--- src/rtl/uut_run_sequencer_pkg.sv ---
// Shared types and debug-word offsets for the UUT run sequencer slice.
package uut_run_sequencer_pkg;

    typedef enum logic [2:0] {
        IDLE,
        RSTU,
        RUN,
        DONE,
        TOUT
    } state_t;

    // Statistic/status words follow the hash words on the debug mux.
    localparam int DBG_CYC_LAST = 0;
    localparam int DBG_CYC_MIN  = 1;
    localparam int DBG_CYC_MAX  = 2;
    localparam int DBG_STATUS   = 3;

endpackage

--- src/rtl/uut_run_sequencer_if.sv ---
// Hookup between the run sequencer (master) and the hash core under test (slave).
interface uut_run_sequencer_if #(
    parameter int DATA_WIDTH = 64,
    parameter int N          = 256
);
    logic                  rst_uut;
    logic [DATA_WIDTH-1:0] msg_uut;
    logic                  end_uut;
    logic [N-1:0]          hash_uut;

    modport master (
        output rst_uut,
        output msg_uut,
        input  end_uut,
        input  hash_uut
    );

    modport slave (
        input  rst_uut,
        input  msg_uut,
        output end_uut,
        output hash_uut
    );
endinterface

--- src/rtl/uut_cycle_stats.sv ---
// Last/min/max latency tracker; clr re-arms min/max for a new start, upd folds in one run.
module uut_cycle_stats #(
    parameter int CYCLE_W = 32
) (
    input  logic               clk,
    input  logic               rst,
    input  logic               clr,
    input  logic               upd,
    input  logic [CYCLE_W-1:0] val,
    output logic [CYCLE_W-1:0] cyc_last,
    output logic [CYCLE_W-1:0] cyc_min,
    output logic [CYCLE_W-1:0] cyc_max
);

    always_ff @(posedge clk or negedge rst) begin
        if (!rst) begin
            cyc_last <= '0;
            cyc_min  <= '1;
            cyc_max  <= '0;
        end else if (clr) begin
            cyc_min <= '1;
            cyc_max <= '0;
        end else if (upd) begin
            cyc_last <= val;
            if (val < cyc_min) cyc_min <= val;
            if (val > cyc_max) cyc_max <= val;
        end
    end

endmodule

--- src/rtl/uut_run_sequencer.sv ---
// Repeated-run sequencer for a hash core: reset/run/measure NUM_RUNS times, capture digest.
// Optional digest comparator enabled by defining UUT_RUN_SEQUENCER_COMPARE_EN.
module uut_run_sequencer
    import uut_run_sequencer_pkg::*;
#(
    parameter int DATA_WIDTH     = 64,
    parameter int N              = 256,
    parameter int CYCLE_W        = 32,
    parameter int RST_CYCLES     = 4,
    parameter int NUM_RUNS       = 1,
    parameter int TIMEOUT_CYCLES = 1048576,
    parameter int SEL_W          = $clog2(N/32+4)
) (
    input  logic                  clk,
    input  logic                  rst,
    input  logic                  start,
    input  logic [DATA_WIDTH-1:0] msg_i,
    input  logic [N-1:0]          expected_i,
    uut_run_sequencer_if.master   uut,
    output logic                  busy,
    output logic                  done,
    output logic                  timeout_o,
    output logic                  match_o,
    output logic [N-1:0]          hash_o,
    output logic [CYCLE_W-1:0]    cycles_last,
    output logic [CYCLE_W-1:0]    cycles_min,
    output logic [CYCLE_W-1:0]    cycles_max,
    input  logic [SEL_W-1:0]      dbg_sel,
    output logic [31:0]           debug_o
);

    localparam int HWORDS = N / 32;
    localparam int RST_W  = $clog2(RST_CYCLES + 1);
    localparam int RUN_W  = $clog2(NUM_RUNS + 1);
    localparam int WI     = (HWORDS > 1) ? $clog2(HWORDS) : 1;

    localparam logic [RST_W-1:0]   RST_LAST = RST_W'(RST_CYCLES - 1);
    localparam logic [RUN_W-1:0]   RUN_LAST = RUN_W'(NUM_RUNS - 1);
    localparam logic [CYCLE_W-1:0] TO_VAL   = CYCLE_W'(TIMEOUT_CYCLES);
    localparam bit                 TO_EN    = (TIMEOUT_CYCLES != 0);

    localparam logic [SEL_W-1:0] SEL_HW     = SEL_W'(HWORDS);
    localparam logic [SEL_W-1:0] SEL_LAST   = SEL_W'(HWORDS + DBG_CYC_LAST);
    localparam logic [SEL_W-1:0] SEL_MIN    = SEL_W'(HWORDS + DBG_CYC_MIN);
    localparam logic [SEL_W-1:0] SEL_MAX    = SEL_W'(HWORDS + DBG_CYC_MAX);
    localparam logic [SEL_W-1:0] SEL_STATUS = SEL_W'(HWORDS + DBG_STATUS);

    state_t             state, state_nx;
    logic [RST_W-1:0]   rst_cnt;
    logic [CYCLE_W-1:0] cnt;
    logic [RUN_W-1:0]   run_cnt;
    logic               accept;
    logic               capture;
    logic               to_hit;
    logic [31:0]        debug_p0;
    logic [31:0]        hw [HWORDS];

    // Zero-extends or truncates a statistic to the 32-bit display word.
    function automatic logic [31:0] fit32(input logic [CYCLE_W-1:0] v);
        logic [CYCLE_W+31:0] t;
        t = {32'b0, v};
        return t[31:0];
    endfunction

    always_ff @(posedge clk or negedge rst) begin
        if (!rst) state <= IDLE;
        else      state <= state_nx;
    end

    always_comb begin
        state_nx = state;
        accept   = 1'b0;
        capture  = 1'b0;
        to_hit   = TO_EN && (cnt == TO_VAL);
        case (state)
            IDLE, DONE, TOUT: begin
                if (start) begin
                    accept   = 1'b1;
                    state_nx = RSTU;
                end
            end
            RSTU: if (rst_cnt == RST_LAST) state_nx = RUN;
            RUN: begin
                // Completion takes priority over a timeout in the same cycle.
                if (uut.end_uut) begin
                    capture  = 1'b1;
                    state_nx = (run_cnt == RUN_LAST) ? DONE : RSTU;
                end else if (to_hit) begin
                    state_nx = TOUT;
                end
            end
            default: state_nx = IDLE;
        endcase
    end

    assign uut.rst_uut = (state != RUN);
    assign busy        = (state == RSTU) || (state == RUN);
    assign done        = (state == DONE);
    assign timeout_o   = (state == TOUT);

    always_ff @(posedge clk or negedge rst) begin
        if (!rst) begin
            rst_cnt     <= '0;
            cnt         <= '0;
            run_cnt     <= '0;
            uut.msg_uut <= '0;
            hash_o      <= '0;
        end else begin
            rst_cnt <= (state == RSTU) ? rst_cnt + 1'b1 : '0;
            // cnt enters RUN at 1 so a core finishing on its k-th cycle reports k.
            if (state == RSTU)
                cnt <= CYCLE_W'(1);
            else if ((state == RUN) && !uut.end_uut && (cnt != '1))
                cnt <= cnt + 1'b1;
            if (accept) begin
                uut.msg_uut <= msg_i;
                run_cnt     <= '0;
            end
            if (capture) begin
                hash_o  <= uut.hash_uut;
                run_cnt <= run_cnt + 1'b1;
            end
        end
    end

    uut_cycle_stats #(
        .CYCLE_W (CYCLE_W)
    ) u_stats (
        .clk      (clk),
        .rst      (rst),
        .clr      (accept),
        .upd      (capture),
        .val      (cnt),
        .cyc_last (cycles_last),
        .cyc_min  (cycles_min),
        .cyc_max  (cycles_max)
    );

`ifdef UUT_RUN_SEQUENCER_COMPARE_EN
    // Match is the running AND over all runs of one start.
    always_ff @(posedge clk or negedge rst) begin
        if (!rst)                   match_o <= 1'b0;
        else if (accept)            match_o <= 1'b1;
        else if (capture)           match_o <= match_o & (uut.hash_uut == expected_i);
        else if (state_nx == TOUT)  match_o <= 1'b0;
    end
`else
    logic unused_expected;
    assign unused_expected = ^expected_i;
    assign match_o         = 1'b0;
`endif

    for (genvar g = 0; g < HWORDS; g++) begin : g_words
        assign hw[g] = hash_o[32*g +: 32];
    end

    always_comb begin
        debug_p0 = '0;
        if (dbg_sel < SEL_HW) begin
            debug_p0 = hw[dbg_sel[WI-1:0]];
        end else begin
            case (dbg_sel)
                SEL_LAST:   debug_p0 = fit32(cycles_last);
                SEL_MIN:    debug_p0 = fit32(cycles_min);
                SEL_MAX:    debug_p0 = fit32(cycles_max);
                SEL_STATUS: debug_p0 = {28'b0, match_o, timeout_o, done, busy};
                default:    debug_p0 = '0;
            endcase
        end
    end

    // Registered debug word: one cycle behind select and sources.
    always_ff @(posedge clk or negedge rst) begin
        if (!rst) debug_o <= '0;
        else      debug_o <= debug_p0;
    end

endmodule
--- src/flat_wrapper.sv ---
// flat-port wrapper written by rule: the top's interface ports become plain ports
module uut_run_sequencer_flat import uut_run_sequencer_pkg::*;
#(
    parameter int DATA_WIDTH     = 64,
    parameter int N              = 256,
    parameter int CYCLE_W        = 32,
    parameter int RST_CYCLES     = 4,
    parameter int NUM_RUNS       = 1,
    parameter int TIMEOUT_CYCLES = 1048576,
    parameter int SEL_W          = $clog2(N/32+4)
)
  (clk, rst, start, msg_i, expected_i, busy, done, timeout_o, match_o, hash_o, cycles_last, cycles_min, cycles_max, dbg_sel, debug_o, uut_rst_uut, uut_msg_uut, uut_end_uut, uut_hash_uut);
  uut_run_sequencer_if #(.DATA_WIDTH(DATA_WIDTH), .N(N)) uut_i ();
  input  logic clk;
  input  logic rst;
  input  logic start;
  input  logic [DATA_WIDTH-1:0] msg_i;
  input  logic [N-1:0] expected_i;
  output logic busy;
  output logic done;
  output logic timeout_o;
  output logic match_o;
  output logic [N-1:0] hash_o;
  output logic [CYCLE_W-1:0] cycles_last;
  output logic [CYCLE_W-1:0] cycles_min;
  output logic [CYCLE_W-1:0] cycles_max;
  input  logic [SEL_W-1:0] dbg_sel;
  output logic [31:0] debug_o;
  output wire logic [$bits(uut_i.rst_uut)-1:0] uut_rst_uut;
  output wire logic [$bits(uut_i.msg_uut)-1:0] uut_msg_uut;
  input wire logic [$bits(uut_i.end_uut)-1:0] uut_end_uut;
  input wire logic [$bits(uut_i.hash_uut)-1:0] uut_hash_uut;
  assign uut_rst_uut = uut_i.rst_uut;
  assign uut_msg_uut = uut_i.msg_uut;
  assign uut_i.end_uut = uut_end_uut;
  assign uut_i.hash_uut = uut_hash_uut;
  uut_run_sequencer #(.DATA_WIDTH(DATA_WIDTH), .N(N), .CYCLE_W(CYCLE_W), .RST_CYCLES(RST_CYCLES), .NUM_RUNS(NUM_RUNS), .TIMEOUT_CYCLES(TIMEOUT_CYCLES), .SEL_W(SEL_W)) u_core (.clk(clk), .rst(rst), .start(start), .msg_i(msg_i), .expected_i(expected_i), .uut(uut_i), .busy(busy), .done(done), .timeout_o(timeout_o), .match_o(match_o), .hash_o(hash_o), .cycles_last(cycles_last), .cycles_min(cycles_min), .cycles_max(cycles_max), .dbg_sel(dbg_sel), .debug_o(debug_o));
endmodule
--- config.mk ---
export PLATFORM = sky130hd
export DESIGN_NAME = uut_run_sequencer_flat
export DESIGN_NICKNAME = d
export VERILOG_FILES = /design/src/rtl/uut_run_sequencer_pkg.sv /design/src/rtl/uut_run_sequencer_if.sv /design/src/rtl/uut_cycle_stats.sv /design/src/rtl/uut_run_sequencer.sv /design/src/flat_wrapper.sv
export SDC_FILE = /design/constraint.sdc
export NUM_CORES = 1
export LEC_CHECK = 0
export CORE_AREA = 10 10 395 397
export CTS_CLUSTER_SIZE = 12
export DETAILED_ROUTE_END_ITERATION = 8
export DIE_AREA = 0 0 405 407
export PLACE_DENSITY_LB_ADDON = 0.15
export RECOVER_POWER = 25
export SYNTH_ARGS = -nofsm -noshare
export SYNTH_HDL_FRONTEND = slang
export SYNTH_HIERARCHICAL = 1
export SYNTH_SLANG_ARGS = --single-unit
--- constraint.sdc ---
create_clock -name clk -period 2.85 [get_ports clk]
set_clock_uncertainty 0.1 [all_clocks]
set_input_delay 0.285 -clock clk [delete_from_list [all_inputs] [get_ports clk]]
set_output_delay 0.285 -clock clk [all_outputs]
set_load 0.02 [all_outputs]
==> results.md <==
* Most frequent cells in the layout: 864 x nand2_1, 774 x clkdlybuf4s50_1, 455 x dfrtp_1
* Mapped Cells at around 2400
* Final Critical Period at about 2.8 ns
* Hold depth at 3
* Register area share after synthesis at 51.6%
* First-pass GRT wire length at 188 mm
* YS warnings at 6
* Layout cells sized above 1 at between 10% and 20%
* WP buf/inv at 5
* Longest Clk Path Bufs at 3
* Cell with the most instances on the worst path: buf_4
* Final net count at about 4000
* Routed wire per std cell at roughly 26 um
* Final Power at between 30000 and 40000 uW
* Cells on worst reg2reg path at 11
* Multi-input logic area at 10700 um2
* Final wirelength at ~140 mm
* CTS H-tree lvls at 3
* Hold Crit Start: uut_hash_uut[145]
* Worst-skew pair later-pin latency at about 0.68 ns
* Slowest stage delay, CP at 0.35 ns
* Ports at ~1000
* CTS buffer count at 70
* Setup crit start: u_core/u_stats/cyc_max[12]
* FMAX at roughly 360 MHz
* CP endpoint kind: flop
* Max-slew headroom at -9.07%
* Synthesized cell area at 23700 um2
* Grt ovf at 0
* Setup TNS at 0 ns
* Clock slew at reported path FFs at 0.06 ns
* P_leak at ~0.017 uW
* Ranking of synthesized cells by area: dfrtp_1 48%, nand2_1 14%, mux4_2 6.4%
* Core area at about 150000 um2
* Final-layout fill cell count at about 16000
* Die area at 165000 um2
* Share of the synthesized area in the top cell type at about 48%
* Sequence of cells on the critical path: inv_1 -> ha_1 -> nand4_1 -> buf_4 -> a211oi_1 -> nor4_1 -> buf_4 -> a211oi_4 -> buf_6 -> clkbuf_16 -> mux2i_1
* Final setup vio count at 0
* Slowest CP cell: dfrtp_1
* Layout Area Growth over Synthesis at 61.9%
* DRT iter0 DRCs at 1256
* Rows at between 100 and 150
* RSZ-0062 raised after global routing: yes
* Commonest non-fill, non-tap cell in the layout: nand2_1
* Reg area at 12200 um2
* Synth Area per Inst at approximately 10 um2
* Root Buffer: clkbuf_16
* Die Wd at ~410 um
* Reg2reg start: u_core/u_stats/cyc_max[12]
* Synth area leader: dfrtp_1
* Maximum VDD drop at 0.606 mV
* Total track usage at between 15 and 20%
* Final hold viol count at 0
* Initial antenna violation count at 29
* Fin crit share at a little over nine tenths
* Worst path depth at 11
* Synthesized net count at around 3000
* Starting density of the core at roughly 16%
* Largest net degree at the start of global routing at 160
* Final Cell Area at 38400 um2
* Vias in the first global route at 22400
* Remaining DRCs at 0
* Async S/R FF share, synth at 100%
* Critical Path Fanout Max at 9
* Post-layout util at 26.0%
* Post-synth EDFFs at 0
* Arr. time, crit path at between 3 and 4 ns
* Outcome: finished with violations
* CP Launch Type: flop
* Via count at 21300
* Distinct cells, synth at 66
* Min-delay worst type: input port to flop
* DP Area at 34800 um2
* CP Data Required Time at around 3.3 ns
* Flops & latches, synth at 487
* DR pass1 iterations at 5
* Fin Hold WS at approximately 0.064 ns
* GPL Wtd Cong at between 0.8 and 0.9
* Vias/cell at a little under 4
* Main synth FF type: dfrtp_1
* Post-route ant nets at 0
* IO buf count at just under 800
* Critical path's top delay family: buffers and inverters
* Clk sink count at approximately 490
* DP Wirelength at around 110 mm
* Max-slew violations at 28
* Critical path class: flop to flop
* CTS tree: yes
* Max-cap violations at 1
* Pwr Density at ~950 nW/um2
* Failing checks: capacitance limit, slew limit
* Die height at 407 um
* Slew at the pin closest to its max-slew limit at around 1.6 ns
==> timing repair <==
action / 4_1_cts / 5_1_grt
setup endpoints to repair: 32 / 59
hold buffers: 119 / 0
gates resized for setup: 2 / 17
buffers inserted: 0 / 10
hold endpoints to repair: 268 / 0
gates cloned: 0 / 3
pin swaps: 0 / 10
==> per-layer routing <==
metal | vias up | GRT usage (%) | wire length, um
met4 | 16 | 3.65 | 2610
met5 | - | 0 | 93
li1 | 9973 | - | -
met1 | 10500 | 21.0 | 60800
met2 | 722 | 23.7 | 58300
met3 | 124 | 7.93 | 15400
==> state kept, by name, summed over array words and instances (netlist names) <==
register	cells
u_core/u_stats/cyc_min	32
u_core/rst_cnt	3
u_core/run_cnt	1
u_core/cnt	32
u_core/debug_o	32
u_core/uut.msg_uut	64
u_core/hash_o	256
u_core/state	3
u_core/u_stats/cyc_last	32
u_core/u_stats/cyc_max	32
==> kinds of logic (layout without fill, tap and decap cells) <==
family                     Yosys count  count (layout)  share of synthesized area, %
and+or+nand+nor                   1119            1119                          20.1
DFF                                487             487                          51.6
muxes                              262             262                          15.1
buffers and inverters              216            1262                          3.88
AOI/OAI and AO/OA                  212             212                          5.51
adders and majority gates           67              67                          3.54
xor gates and xnor gates             7               7                         0.259
other                                1              19                        0.0158
==> area by class of cell <==
class / count / area share (%)
multi-input combinational: 1668 / 27.8
antenna: 18 / 0.117
inverter: 76 / 0.767
sequential: 487 / 31.9
clock inverter: 19 / 0.656
clock buffer: 105 / 5.25
tap: 1930 / 6.30
timing repair buffer: 1062 / 27.2
==> through the flow <==
stage,setup WS (ns),std cells
2_1_floorplan,-0.0150,2371
3_3_place_gp,-0.131,5091
3_5_place_dp,-0.122,5091
4_1_cts,0.00202,5334
5_1_grt,-0.00715,5353
6_report,0.0381,5365
==> Yosys cell counts (9+ instances only) <==
library cell / count
dfrtp_1: 455
and4_1: 9
dfstp_2: 32
nand4_1: 19
ha_1: 67
nand2_1: 866
mux4_2: 67
o21ai_0: 90
nor3_1: 9
mux2i_1: 100
or3_1: 13
mux2_2: 95
a21oi_1: 44
or2b_1: 60
buf_2: 14
nor2_1: 85
o211ai_1: 33
inv_1: 75
clkbuf_1: 106
nand3_1: 15
==> worst paths after layout <==
check,to,slack (ns)
setup / recovery,u_core/u_stats/cyc_max[26],0.04
hold / removal,u_core/hash_o[145],0.06
setup reg to reg,u_core/u_stats/cyc_max[26],0.04
hold reg to reg,u_core/rst_cnt[0],0.34
max in group asynchronous,u_core/hash_o[120],0.23
min in group asynchronous,u_core/cnt[26],0.95
==> power breakdown <==
part           internal [uW]  leakage [uW]  switching (uW)
logic                   7190       0.00956            8660
registers               9570       0.00616            2320
clock network           5180       0.00110            3640
==> worst register-to-register path, stage by stage, from the launching register on <==
cell	delay (ns)
dfrtp_1	0.35
inv_1	0.08
ha_1	0.28
nand4_1	0.19
buf_4	0.21
a211oi_1	0.35
nor4_1	0.13
buf_4	0.16
a211oi_4	0.30
buf_6	0.18
clkbuf_16	0.19
mux2i_1	0.20
Power figures use the tool's default switching activity.
